$ cat src/rtl/muldiv_unit_pkg.sv
// Shared defines for the multiply/divide unit: word width, ALU operand
// selects, M-extension op encodings (funct3) and FSM state encoding.
`ifndef WORD
`define WORD 32
`endif

package muldiv_unit_pkg;

   localparam int WORD_W = `WORD;

   localparam logic [1:0] ALU_SRC_REG = 2'd0;
   localparam logic [1:0] ALU_SRC_IMM = 2'd1;
   localparam logic [1:0] ALU_SRC_PC  = 2'd2;

   localparam logic [2:0] MULDIV_OP_MUL    = 3'b000;
   localparam logic [2:0] MULDIV_OP_MULH   = 3'b001;
   localparam logic [2:0] MULDIV_OP_MULHSU = 3'b010;
   localparam logic [2:0] MULDIV_OP_MULHU  = 3'b011;
   localparam logic [2:0] MULDIV_OP_DIV    = 3'b100;
   localparam logic [2:0] MULDIV_OP_DIVU   = 3'b101;
   localparam logic [2:0] MULDIV_OP_REM    = 3'b110;
   localparam logic [2:0] MULDIV_OP_REMU   = 3'b111;

   localparam logic [1:0] ST_IDLE = 2'd0;
   localparam logic [1:0] ST_BUSY = 2'd1;
   localparam logic [1:0] ST_DONE = 2'd2;

   // rs1 is read as signed for MULH, MULHSU, DIV, REM
   function automatic logic src1_signed(input logic [2:0] op);
      return (op == MULDIV_OP_MULH)   ||
             (op == MULDIV_OP_MULHSU) ||
             (op == MULDIV_OP_DIV)    ||
             (op == MULDIV_OP_REM);
   endfunction

   // rs2 is read as signed for MULH, DIV, REM
   function automatic logic src2_signed(input logic [2:0] op);
      return (op == MULDIV_OP_MULH) ||
             (op == MULDIV_OP_DIV)  ||
             (op == MULDIV_OP_REM);
   endfunction

endpackage

$ cat src/rtl/muldiv_unit_if.sv
// Request/response bundle of the multiply/divide unit.
// master: issuing stage; slave: muldiv_unit.
interface muldiv_unit_if #(
   parameter int WIDTH = `WORD
);
   logic             in_valid;
   logic             in_ready;
   logic [2:0]       op;
   logic [WIDTH-1:0] src1;
   logic [WIDTH-1:0] src2;
   logic             flush;
   logic             out_valid;
   logic             out_ready;
   logic [WIDTH-1:0] result;

   modport master (
      output in_valid, op, src1, src2, flush, out_ready,
      input  in_ready, out_valid, result
   );

   modport slave (
      input  in_valid, op, src1, src2, flush, out_ready,
      output in_ready, out_valid, result
   );
endinterface

$ cat src/rtl/muldiv_signfix.sv
// Combinational sign handling: operand magnitudes at issue, and final
// sign / divide-by-zero correction of the raw iteration result.
// Ports: op/src1/src2 -> mag1/mag2; op_q/src1_q/src2_q/hi/lo -> fixed.
module muldiv_signfix
   import muldiv_unit_pkg::*;
#(
   parameter int WIDTH = `WORD
) (
   input  logic [2:0]       op,
   input  logic [WIDTH-1:0] src1,
   input  logic [WIDTH-1:0] src2,
   output logic [WIDTH-1:0] mag1,
   output logic [WIDTH-1:0] mag2,
   input  logic [2:0]       op_q,
   input  logic [WIDTH-1:0] src1_q,
   input  logic [WIDTH-1:0] src2_q,
   input  logic [WIDTH-1:0] hi,
   input  logic [WIDTH-1:0] lo,
   output logic [WIDTH-1:0] fixed
);
   logic n1, n2, n1_q, n2_q, neg_p, div0;
   logic [2*WIDTH-1:0] prod, prod_s;
   logic [WIDTH-1:0] quo_s, rem_s;

   assign n1   = src1_signed(op) & src1[WIDTH-1];
   assign n2   = src2_signed(op) & src2[WIDTH-1];
   assign mag1 = n1 ? -src1 : src1;
   assign mag2 = n2 ? -src2 : src2;

   assign n1_q  = src1_signed(op_q) & src1_q[WIDTH-1];
   assign n2_q  = src2_signed(op_q) & src2_q[WIDTH-1];
   assign neg_p = n1_q ^ n2_q;
   assign div0  = (src2_q == '0);

   // negating zero yields zero, so a zero result never turns negative
   always_comb begin
      prod   = {hi, lo};
      prod_s = neg_p ? -prod : prod;
      quo_s  = neg_p ? -lo : lo;
      rem_s  = n1_q ? -hi : hi;
      fixed  = '0;
      case (op_q)
         MULDIV_OP_MUL:    fixed = prod_s[WIDTH-1:0];
         MULDIV_OP_MULH,
         MULDIV_OP_MULHSU,
         MULDIV_OP_MULHU:  fixed = prod_s[2*WIDTH-1:WIDTH];
         MULDIV_OP_DIV,
         MULDIV_OP_DIVU:   fixed = div0 ? '1 : quo_s;
         MULDIV_OP_REM,
         MULDIV_OP_REMU:   fixed = div0 ? src1_q : rem_s;
         default:          fixed = '0;
      endcase
   end
endmodule

$ cat src/rtl/muldiv_unit.sv
// Iterative RV32M multiply/divide unit, one radix-2 step per cycle.
// Ports: clk, reset (sync, active-high), bus (muldiv_unit_if.slave).
module muldiv_unit
   import muldiv_unit_pkg::*;
#(
   parameter int WIDTH = `WORD
) (
   input  logic          clk,
   input  logic          reset,
   muldiv_unit_if.slave  bus
);
   localparam logic [5:0] LAST = 6'(WIDTH);

   logic [1:0]       state;
   logic [5:0]       cnt;
   logic [2:0]       op_q;
   logic [WIDTH-1:0] src1_q, src2_q;
   logic [WIDTH-1:0] opnd_q;
   logic [WIDTH-1:0] hi, lo, hi_n, lo_n;
   logic [WIDTH-1:0] result_q;
   logic [WIDTH-1:0] mag1, mag2, fixed;
   logic [WIDTH:0]   sum;
   logic [WIDTH+1:0] shl, diff;

   assign bus.in_ready  = (state == ST_IDLE);
   assign bus.out_valid = (state == ST_DONE);
   assign bus.result    = result_q;

   muldiv_signfix #(.WIDTH(WIDTH)) u_signfix (
      .op     (bus.op),
      .src1   (bus.src1),
      .src2   (bus.src2),
      .mag1   (mag1),
      .mag2   (mag2),
      .op_q   (op_q),
      .src1_q (src1_q),
      .src2_q (src2_q),
      .hi     (hi),
      .lo     (lo),
      .fixed  (fixed)
   );

   // hi:lo is the product for multiply, remainder:quotient for divide.
   // opnd_q is the multiplicand or the divisor.
   always_comb begin
      sum  = {1'b0, hi} + (lo[0] ? {1'b0, opnd_q} : '0);
      shl  = {1'b0, hi, lo[WIDTH-1]};
      diff = shl - {2'b0, opnd_q};
      hi_n = sum[WIDTH:1];
      lo_n = {sum[0], lo[WIDTH-1:1]};
      if (op_q[2]) begin
         if (!diff[WIDTH+1]) begin
            hi_n = diff[WIDTH-1:0];
            lo_n = {lo[WIDTH-2:0], 1'b1};
         end else begin
            hi_n = shl[WIDTH-1:0];
            lo_n = {lo[WIDTH-2:0], 1'b0};
         end
      end
   end

   always_ff @(posedge clk) begin
      if (reset) begin
         state    <= ST_IDLE;
         cnt      <= '0;
         result_q <= '0;
      end else if (bus.flush) begin
         state <= ST_IDLE;
      end else begin
         case (state)
            ST_IDLE: begin
               if (bus.in_valid) begin
                  state  <= ST_BUSY;
                  cnt    <= '0;
                  op_q   <= bus.op;
                  src1_q <= bus.src1;
                  src2_q <= bus.src2;
                  hi     <= '0;
                  lo     <= bus.op[2] ? mag1 : mag2;
                  opnd_q <= bus.op[2] ? mag2 : mag1;
               end
            end
            ST_BUSY: begin
               // one extra cycle after the last step for the fixup
               if (cnt == LAST) begin
                  result_q <= fixed;
                  state    <= ST_DONE;
               end else begin
                  hi  <= hi_n;
                  lo  <= lo_n;
                  cnt <= cnt + 6'd1;
               end
            end
            ST_DONE: begin
               if (bus.out_ready) state <= ST_IDLE;
            end
            default: state <= ST_IDLE;
         endcase
      end
   end
endmodule

$ cat src/flat_wrapper.sv
// flat-port wrapper written by rule: the top's interface ports become plain ports
module muldiv_unit_flat import muldiv_unit_pkg::*;
#(
   parameter int WIDTH = `WORD
)
  (clk, reset, bus_in_valid, bus_op, bus_src1, bus_src2, bus_flush, bus_out_ready, bus_in_ready, bus_out_valid, bus_result);
  muldiv_unit_if #(.WIDTH(WIDTH)) bus_i ();
  input  logic clk;
  input  logic reset;
  input wire logic [$bits(bus_i.in_valid)-1:0] bus_in_valid;
  input wire logic [$bits(bus_i.op)-1:0] bus_op;
  input wire logic [$bits(bus_i.src1)-1:0] bus_src1;
  input wire logic [$bits(bus_i.src2)-1:0] bus_src2;
  input wire logic [$bits(bus_i.flush)-1:0] bus_flush;
  input wire logic [$bits(bus_i.out_ready)-1:0] bus_out_ready;
  output wire logic [$bits(bus_i.in_ready)-1:0] bus_in_ready;
  output wire logic [$bits(bus_i.out_valid)-1:0] bus_out_valid;
  output wire logic [$bits(bus_i.result)-1:0] bus_result;
  assign bus_i.in_valid = bus_in_valid;
  assign bus_i.op = bus_op;
  assign bus_i.src1 = bus_src1;
  assign bus_i.src2 = bus_src2;
  assign bus_i.flush = bus_flush;
  assign bus_i.out_ready = bus_out_ready;
  assign bus_in_ready = bus_i.in_ready;
  assign bus_out_valid = bus_i.out_valid;
  assign bus_result = bus_i.result;
  muldiv_unit #(.WIDTH(WIDTH)) u_core (.clk(clk), .reset(reset), .bus(bus_i));
endmodule
$ cat config.mk
export PLATFORM = sky130hd
export DESIGN_NAME = muldiv_unit_flat
export DESIGN_NICKNAME = d
export VERILOG_FILES = /design/src/rtl/muldiv_unit_pkg.sv /design/src/rtl/muldiv_unit_if.sv /design/src/rtl/muldiv_signfix.sv /design/src/rtl/muldiv_unit.sv /design/src/flat_wrapper.sv
export SDC_FILE = /design/constraint.sdc
export NUM_CORES = 1
export LEC_CHECK = 0
export BUFFER_PORTS_ARGS = -buffer_cell sky130_fd_sc_hd__buf_2
export CORE_MARGIN = 2
export CORE_UTILIZATION = 49
export CTS_BUF_LIST = sky130_fd_sc_hd__clkbuf_4
export DETAILED_ROUTE_END_ITERATION = 16
export HOLD_SLACK_MARGIN = 0.05
export PLACE_DENSITY = 0.67
export SLEW_MARGIN = 25
export SYNTH_ARGS = -nofsm -noshare
export SYNTH_HDL_FRONTEND = slang
export SYNTH_SLANG_ARGS = --single-unit
export TNS_END_PERCENT = 50
$ cat constraint.sdc
create_clock -name clk -period 16 [get_ports clk]
set_input_delay 2.4 -clock clk [delete_from_list [all_inputs] [get_ports clk]]
set_output_delay 2.4 -clock clk [all_outputs]
set_load 0.05 [all_outputs]
# Word level (Yosys, flattened, before mapping)
# Index checks and enable logic that the tools add are counted.
[op_classes] n_bitwise=7 muxes=28 eq_ne=18 add_sub_neg=8 n_reduce_logical=23
[ops] op="32-bit 2-to-1 mux" count=16
[ops] op="32-bit negation" count=4
[ops] op="32-bit case mux with 2 select lines" count=2
[ops] op="32-bit case mux with 4 select lines" count=1
[ops] op="64-bit 2-to-1 mux" count=1
[ops] op="64-bit negation" count=1
[ops] op="33-bit by 32-bit subtractor with 34-bit output" count=1
[ops] op="32-bit by 33-bit adder with 33-bit output" count=1
[ops] op="32-bit zero test" count=1
[ops] op="3-bit equality test (second input constant)" count=6
[ops] op="6-bit 2-to-1 mux" count=2
[ops] op="6-bit case mux with 2 select lines" count=1
[ops] op="1-bit logical OR" count=10
[ops] op="3-bit by 2-bit equality test with 1-bit output (second input constant)" count=3
[ops] op="4-bit AND reduction" count=2
[ops] op="6-bit by 1-bit adder with 6-bit output (second input constant)" count=1
[ops] op="3-bit by 1-bit equality test with 1-bit output (second input constant)" count=2
[ops] op="6-bit equality test (second input constant)" count=1
[ops] op="2-bit 2-to-1 mux" count=3
[ops] op="2-bit inequality test (second input constant)" count=3
[ops] op="2-bit case mux with 3 select lines" count=1
[ops] op="3-bit AND reduction" count=2
[ops] op="2-bit OR reduction" count=3
[ops] op="5-bit AND reduction" count=1
[ops] op="other kinds (11)" count=15
[word_totals] out_inout_bits=34 input_bits=72 regBits=203

# Depth between registers and ports, before layout
[depth] depth_word=9 depth_mapped=14 depth_no_buf=12

# Modules after synthesis
# Synthesis repeated with hierarchy kept, for this count alone.
[unflattened] hier_cells=1978 hier_area_um2=16966.3
[modules_own_cells] module="muldiv_unit" area_each_um2=12220.5 cells_each=1203 n_inst=1
[modules_own_cells] module="muldiv_signfix" area_each_um2=4745.8 cells_each=775 n_inst=1

# Least setup slack after synthesis
# No wires, ideal clock.
[synth_timing] path_type="input -> register" start="in reset" end="reg u_core.op_q[0], enable pin" slack_ns=5.734 t_required_ns=15.321 arrival_ns=9.587 path_stages=3 path_buffers=2 path_cell_list="clkbuf_1 > clkbuf_1 > nor3_1"
[synth_via] elab_chain_cells=2
[synth_lines] element="from (decl)" line="flat_wrapper.sv:9" text="input logic reset;"
[synth_lines] element="1-bit NOT (no source line)"
[synth_lines] element="4-bit AND reduction (no source line)"
[synth_lines] element="to (signal assigned)" line="muldiv_unit.sv:75" text="op_q <= bus.op;"
[synth_lines] element="to (decl)" line="muldiv_unit.sv:16" text="logic [2:0] op_q;"
# Every way passes these cells.
# A chain may end at the register's enable or synchronous reset.

# Final worst setup path
[layout_timing] start="in bus_op[2]" end="reg u_core.lo[12] (data pin)"
[layout_via] elab_chain_cells=9 elab_cells_between_ends=16
[layout_lines] element="from (decl)" line="flat_wrapper.sv:11" text="input wire logic [$bits(bus_i.op)-1:0] bus_op;"
[layout_lines] element="3-bit by 1-bit equality test with 1-bit output / 3-bit by 2-bit equality test with 1-bit output (equally long branches)" line="muldiv_unit_pkg.sv:30, muldiv_unit_pkg.sv:38, muldiv_unit_pkg.sv:31"
[layout_lines] element="1-bit logical OR" line="muldiv_unit_pkg.sv:30" text="return (op == MULDIV_OP_MULH) ||"
[layout_lines] element="1-bit logical OR" line="muldiv_unit_pkg.sv:31" text="(op == MULDIV_OP_MULHSU) ||"
[layout_lines] element="1-bit logical OR" line="muldiv_unit_pkg.sv:32" text="(op == MULDIV_OP_DIV) ||"
[layout_lines] element="1-bit AND" line="muldiv_signfix.sv:25" text="assign n1 = src1_signed(op) & src1[WIDTH-1];"
[layout_lines] element="32-bit 2-to-1 mux" line="muldiv_signfix.sv:27" text="assign mag1 = n1 ? -src1 : src1;"
[layout_lines] element="32-bit 2-to-1 mux *" line="muldiv_unit.sv:79" text="lo <= bus.op[2] ? mag1 : mag2;"
[layout_lines] element="32-bit 2-to-1 mux *" line="muldiv_unit.sv:72" text="if (bus.in_valid) begin"
[layout_lines] element="32-bit case mux with 2 select lines *" line="muldiv_unit.sv:70" text="case (state)"
[layout_lines] element="to (signal assigned)" line="muldiv_unit.sv:79"
[layout_lines] element="to (signal assigned)" line="muldiv_unit.sv:90" text="lo <= lo_n;"
[layout_lines] element="to (decl)" line="muldiv_unit.sv:19" text="logic [WIDTH-1:0] hi, lo, hi_n, lo_n;"
# Mark *: on every way between the ends. The rest lies on a longest branch, timed or not. The select of a mux whose other input is x is not followed.

==> flow_metrics.env <==
export IMPL_h_tree_depth=2
export IMPL_pwr_share_clk_pct=34.4
export IMPL_ff2ff_setup_slack_ns=11.48
export IMPL_ant_nets=0
export IMPL_path_delay_family="simple AND/OR/NAND/NOR gates"
export IMPL_rsz0062_at_grt="no"
export IMPL_synth_fp_nets=2068
export IMPL_finalMaxSlewViolations=0
export IMPL_clk_path_buf_depth=3
export IMPL_grt_pass1_wl_microns=88100
export IMPL_antenna_found_initial=1
export IMPL_grt_busiest_layer="met2"
export IMPL_crit_path_frequent_cell="nor2_1"
export IMPL_vdd_ir_drop_max_mv=0.0685
export IMPL_syn_to_final_growth_pct=9.55
export IMPL_power_density_mw_per_mm2=75.1
export IMPL_min_path_type="flip-flop to flip-flop"
export IMPL_power_frac_comb_pct=20.2
export IMPL_post_route_util_pct=54.1
export IMPL_drv_cap=0
export IMPL_die_h_microns=187
export IMPL_n_fill_cell=3143
export IMPL_ys_flop_type="edfxtp_1"
export IMPL_synth_edf_count=163
export IMPL_yosysSeqAreaShare_pct=34.6
export IMPL_cp_end_kind="flip-flop"
export IMPL_grt_pass1_vias=14900
export IMPL_post_cts_buffers=0
export IMPL_coreArea_sq_mm=0.0333
export IMPL_io_buffers=105
export IMPL_hold_viol=0
export IMPL_grt_remaining_overflow=0
export IMPL_synth_cells=1924
export IMPL_drt_iter0_markers=1658
export IMPL_drive_gt1_share_pct=12.4
export IMPL_track_usage_pct=32.6
export IMPL_holdBufCountCts=0
export IMPL_critPathBufInv=1
export IMPL_yosysUniqueCellTypes=85
export IMPL_synth_seq_cells=203
export IMPL_worst_path_largest_cell_delay_ns=0.71
export IMPL_worst_pin_slew_ns=1.05
export IMPL_p_int_w=0.000920
export IMPL_grt_max_degree=80
export IMPL_seqPwrFrac_pct=45.4
export IMPL_setup_tns_ns=0
export IMPL_outcome="finished clean"
export IMPL_initial_core_util_pct=49.4
export IMPL_totalWireLength_microns=58000
export IMPL_cts_root_buf="clkbuf_4"
export IMPL_gp_congestion=1.00
export IMPL_use_met2_pct=49.5
export IMPL_dr_pass1_iters=5
export IMPL_met3_usage_pct=5.59
export IMPL_final_setup_viol_count=0
export IMPL_dieArea_sq_mm=0.0350
export IMPL_post_cts_resized=0
export IMPL_die_w_microns=187
export IMPL_power_leakage_nw=6.99
export IMPL_vias_per_cell=6.34
export IMPL_skew_ns=0.0296
export IMPL_crit_required_ns=16.52
export IMPL_pre_cts_slack_ns=10.73
export IMPL_clk_pin_slew_ns=0.07
export IMPL_clk_latency_ns=0.79
export IMPL_synth_avg_cell_area_sq_um=8.55
export IMPL_hpwl_microns=43300
export IMPL_pin_count=106
export IMPL_arrival_ns=5.04
export IMPL_grtUsageMet1_pct=44.4
export IMPL_relSlewSlack_pct=28.9
export IMPL_drc=0
export IMPL_numCtsBuffers=56
export IMPL_crit_chain="buf_2 -> nor2_1 -> xnor2_1 -> and2_1 -> o21ai_0 -> xor2_1 -> mux2i_1 -> nor2_1 -> a21oi_1"
export IMPL_avgRoutedWirePerCell_microns=23.2
export IMPL_critical_path_startpoint_type="input port"
export IMPL_num_nets_final=2151
export IMPL_async_flop_share_pct=0
export IMPL_setup_slack_ns=11.48
export IMPL_rows=67
export IMPL_layout_min_cycle_time_ns=4.52
export IMPL_p_switching_w=0.000433
export IMPL_critPathMaxFanout=38
export IMPL_dr_total_vias=15800
export IMPL_syn_cell_area_sq_mm=0.0164
export IMPL_crit_type="input port to flip-flop"
export IMPL_clkSinkCount=203
export IMPL_ys_warn_count=0
export IMPL_slowest_stage="buf_2"
export IMPL_tritoncts="done"
export IMPL_fmax_mhz=221
export IMPL_fin_crit_sh_pct=28.2
export IMPL_netSwitchingFraction_pct=32.0
[flip-flops by register name, indices dropped and copies added (netlist names)]
signal / flops
u_core.bus.result: 32
u_core.cnt: 6
u_core.hi: 32
u_core.lo: 32
u_core.op_q: 3
u_core.opnd_q: 32
u_core.src1_q: 32
u_core.src2_q: 32
u_core.state: 2
[cell families after synthesis]
group           count (synthesis)  synth area share, %
compound gates                561                 21.7
xor+xnor                      192                 10.2
fa+ha+maj                      72                 5.57
buf+inv                       175                 4.14
flops                         203                 34.6
mux                            90                 5.51
simple gates                  631                 18.2
[cell usage in the layout, fill, tap and decap left out, drive strengths merged, types with 7 or more instances in the layout]
master  synthesis  layout
a31o            7       7
o21ai         142     142
o21bai          7       7
nand3          31      31
and2           12      12
a21o           34      34
dfxtp          40      40
o22ai           9       9
ha             70      70
o221ai          8       8
a221oi         19      19
mux2i          86      86
nand2b         17      17
a311oi         19      19
nor2b           9       9
xnor2         113     113
nand4          14      14
clkbuf         86      78
nand2         202     202
a21oi         168     168
nor4           31      31
nor2          200     200
or3            19      19
or2             9       9
a31oi          22      22
edfxtp        163     163
clkinv          1      20
a211oi         18      18
inv            71      72
xor2           79      79
o41ai          13      13
or4            13      13
and3           11      11
o211ai         17      17
o31ai          23      23
nor3           46      46
buf            17     128
[final timing paths]
path / startpoint / endpoint / depth (start not counted)
max: bus_op[2] / u_core.lo[12] / 9
min: u_core.bus.result[0] / u_core.bus.result[0] / 2
max reg2reg: u_core.lo[0] / u_core.hi[30] / 13
min reg2reg: u_core.bus.result[0] / u_core.bus.result[0] / 2
[layout make-up]
type | count | area, sq um | share of cell area (%)
timing repair buffer | 128 | 698 | 3.87
antenna | 1 | 2.50 | 0.0139
sequential | 203 | 5700 | 31.6
tap | 448 | 561 | 3.11
multi-input combinational | 1546 | 10100 | 56.1
clock buffer | 78 | 586 | 3.25
inverter | 72 | 270 | 1.50
clock inverter | 21 | 92.6 | 0.514
[power groups by stage]
stage	clock, W	sequential (W)	combinational (W)
after floorplan	0	0.000614	0.000191
after global placement	0	0.000624	0.000262
after detailed placement	0	0.000624	0.000266
after CTS	0.000476	0.000613	0.000268
after global routing	0.000498	0.000615	0.000298
final	0.000466	0.000614	0.000273
[per-layer routing]
layer / vias to the layer above / wire length [microns]
li1: 7324 / -
met1: 7579 / 25100
met2: 783 / 25000
met3: 149 / 4790
met4: 0 / 3070
met5: - / 0
[synth_stat cells, types with 5 or more instances]
cell type  number  area share, %
and2_1         12           0.46
a311oi_1       19            1.0
o41ai_1        11           0.59
mux2i_1        86            5.2
dfxtp_1        40            4.9
buf_1           6           0.14
edfxtp_1      163             30
a21oi_1       168            5.1
a211oi_1       16           0.73
a31o_2          5           0.27
buf_2          10           0.30
o21ai_0       136            4.1
o22ai_1         9           0.34
nor4_1         28            1.1
o31ai_1        23            1.0
nor2b_1         9           0.34
or3_1          19           0.72
nand4_1        13           0.49
o221ai_1        8           0.43
nand2_1       201            4.6
o21bai_1        7           0.32
nor2_1        199            4.5
o21ai_1         6           0.18
a21o_1         34            1.6
or4_1          12           0.55
a31oi_1        22           0.84
or2_2           8           0.30
a221oi_1       19            1.0
and3_1         11           0.42
xnor2_1       113            6.0
nor3_1         46            1.4
xor2_1         79            4.2
nand2b_1       17           0.65
o211ai_1       17           0.78
ha_1           70            5.3
a22o_1          5           0.27
inv_1          70            1.6
nand3_1        31           0.94
clkbuf_1       85            1.9
nand3b_1        6           0.27
[per-stage QoR]
stage,std cells,instance area (sq um),power [W],hold WS (ns)
after floorplan,1924,16400,0.000805,0.454
after global placement,2397,17300,0.000886,0.443
after detailed placement,2397,17300,0.000890,0.453
after CTS,2496,18000,0.00136,0.463
after global routing,2497,18000,0.00141,0.492
final,2497,18000,0.00135,0.464
[tightest hold or removal path, stage by stage (launching register included)]
cell     delay [ns]
dfxtp_1        0.31
nand2_1        0.06
a21oi_1        0.05
Power figures use the tool's default switching activity.
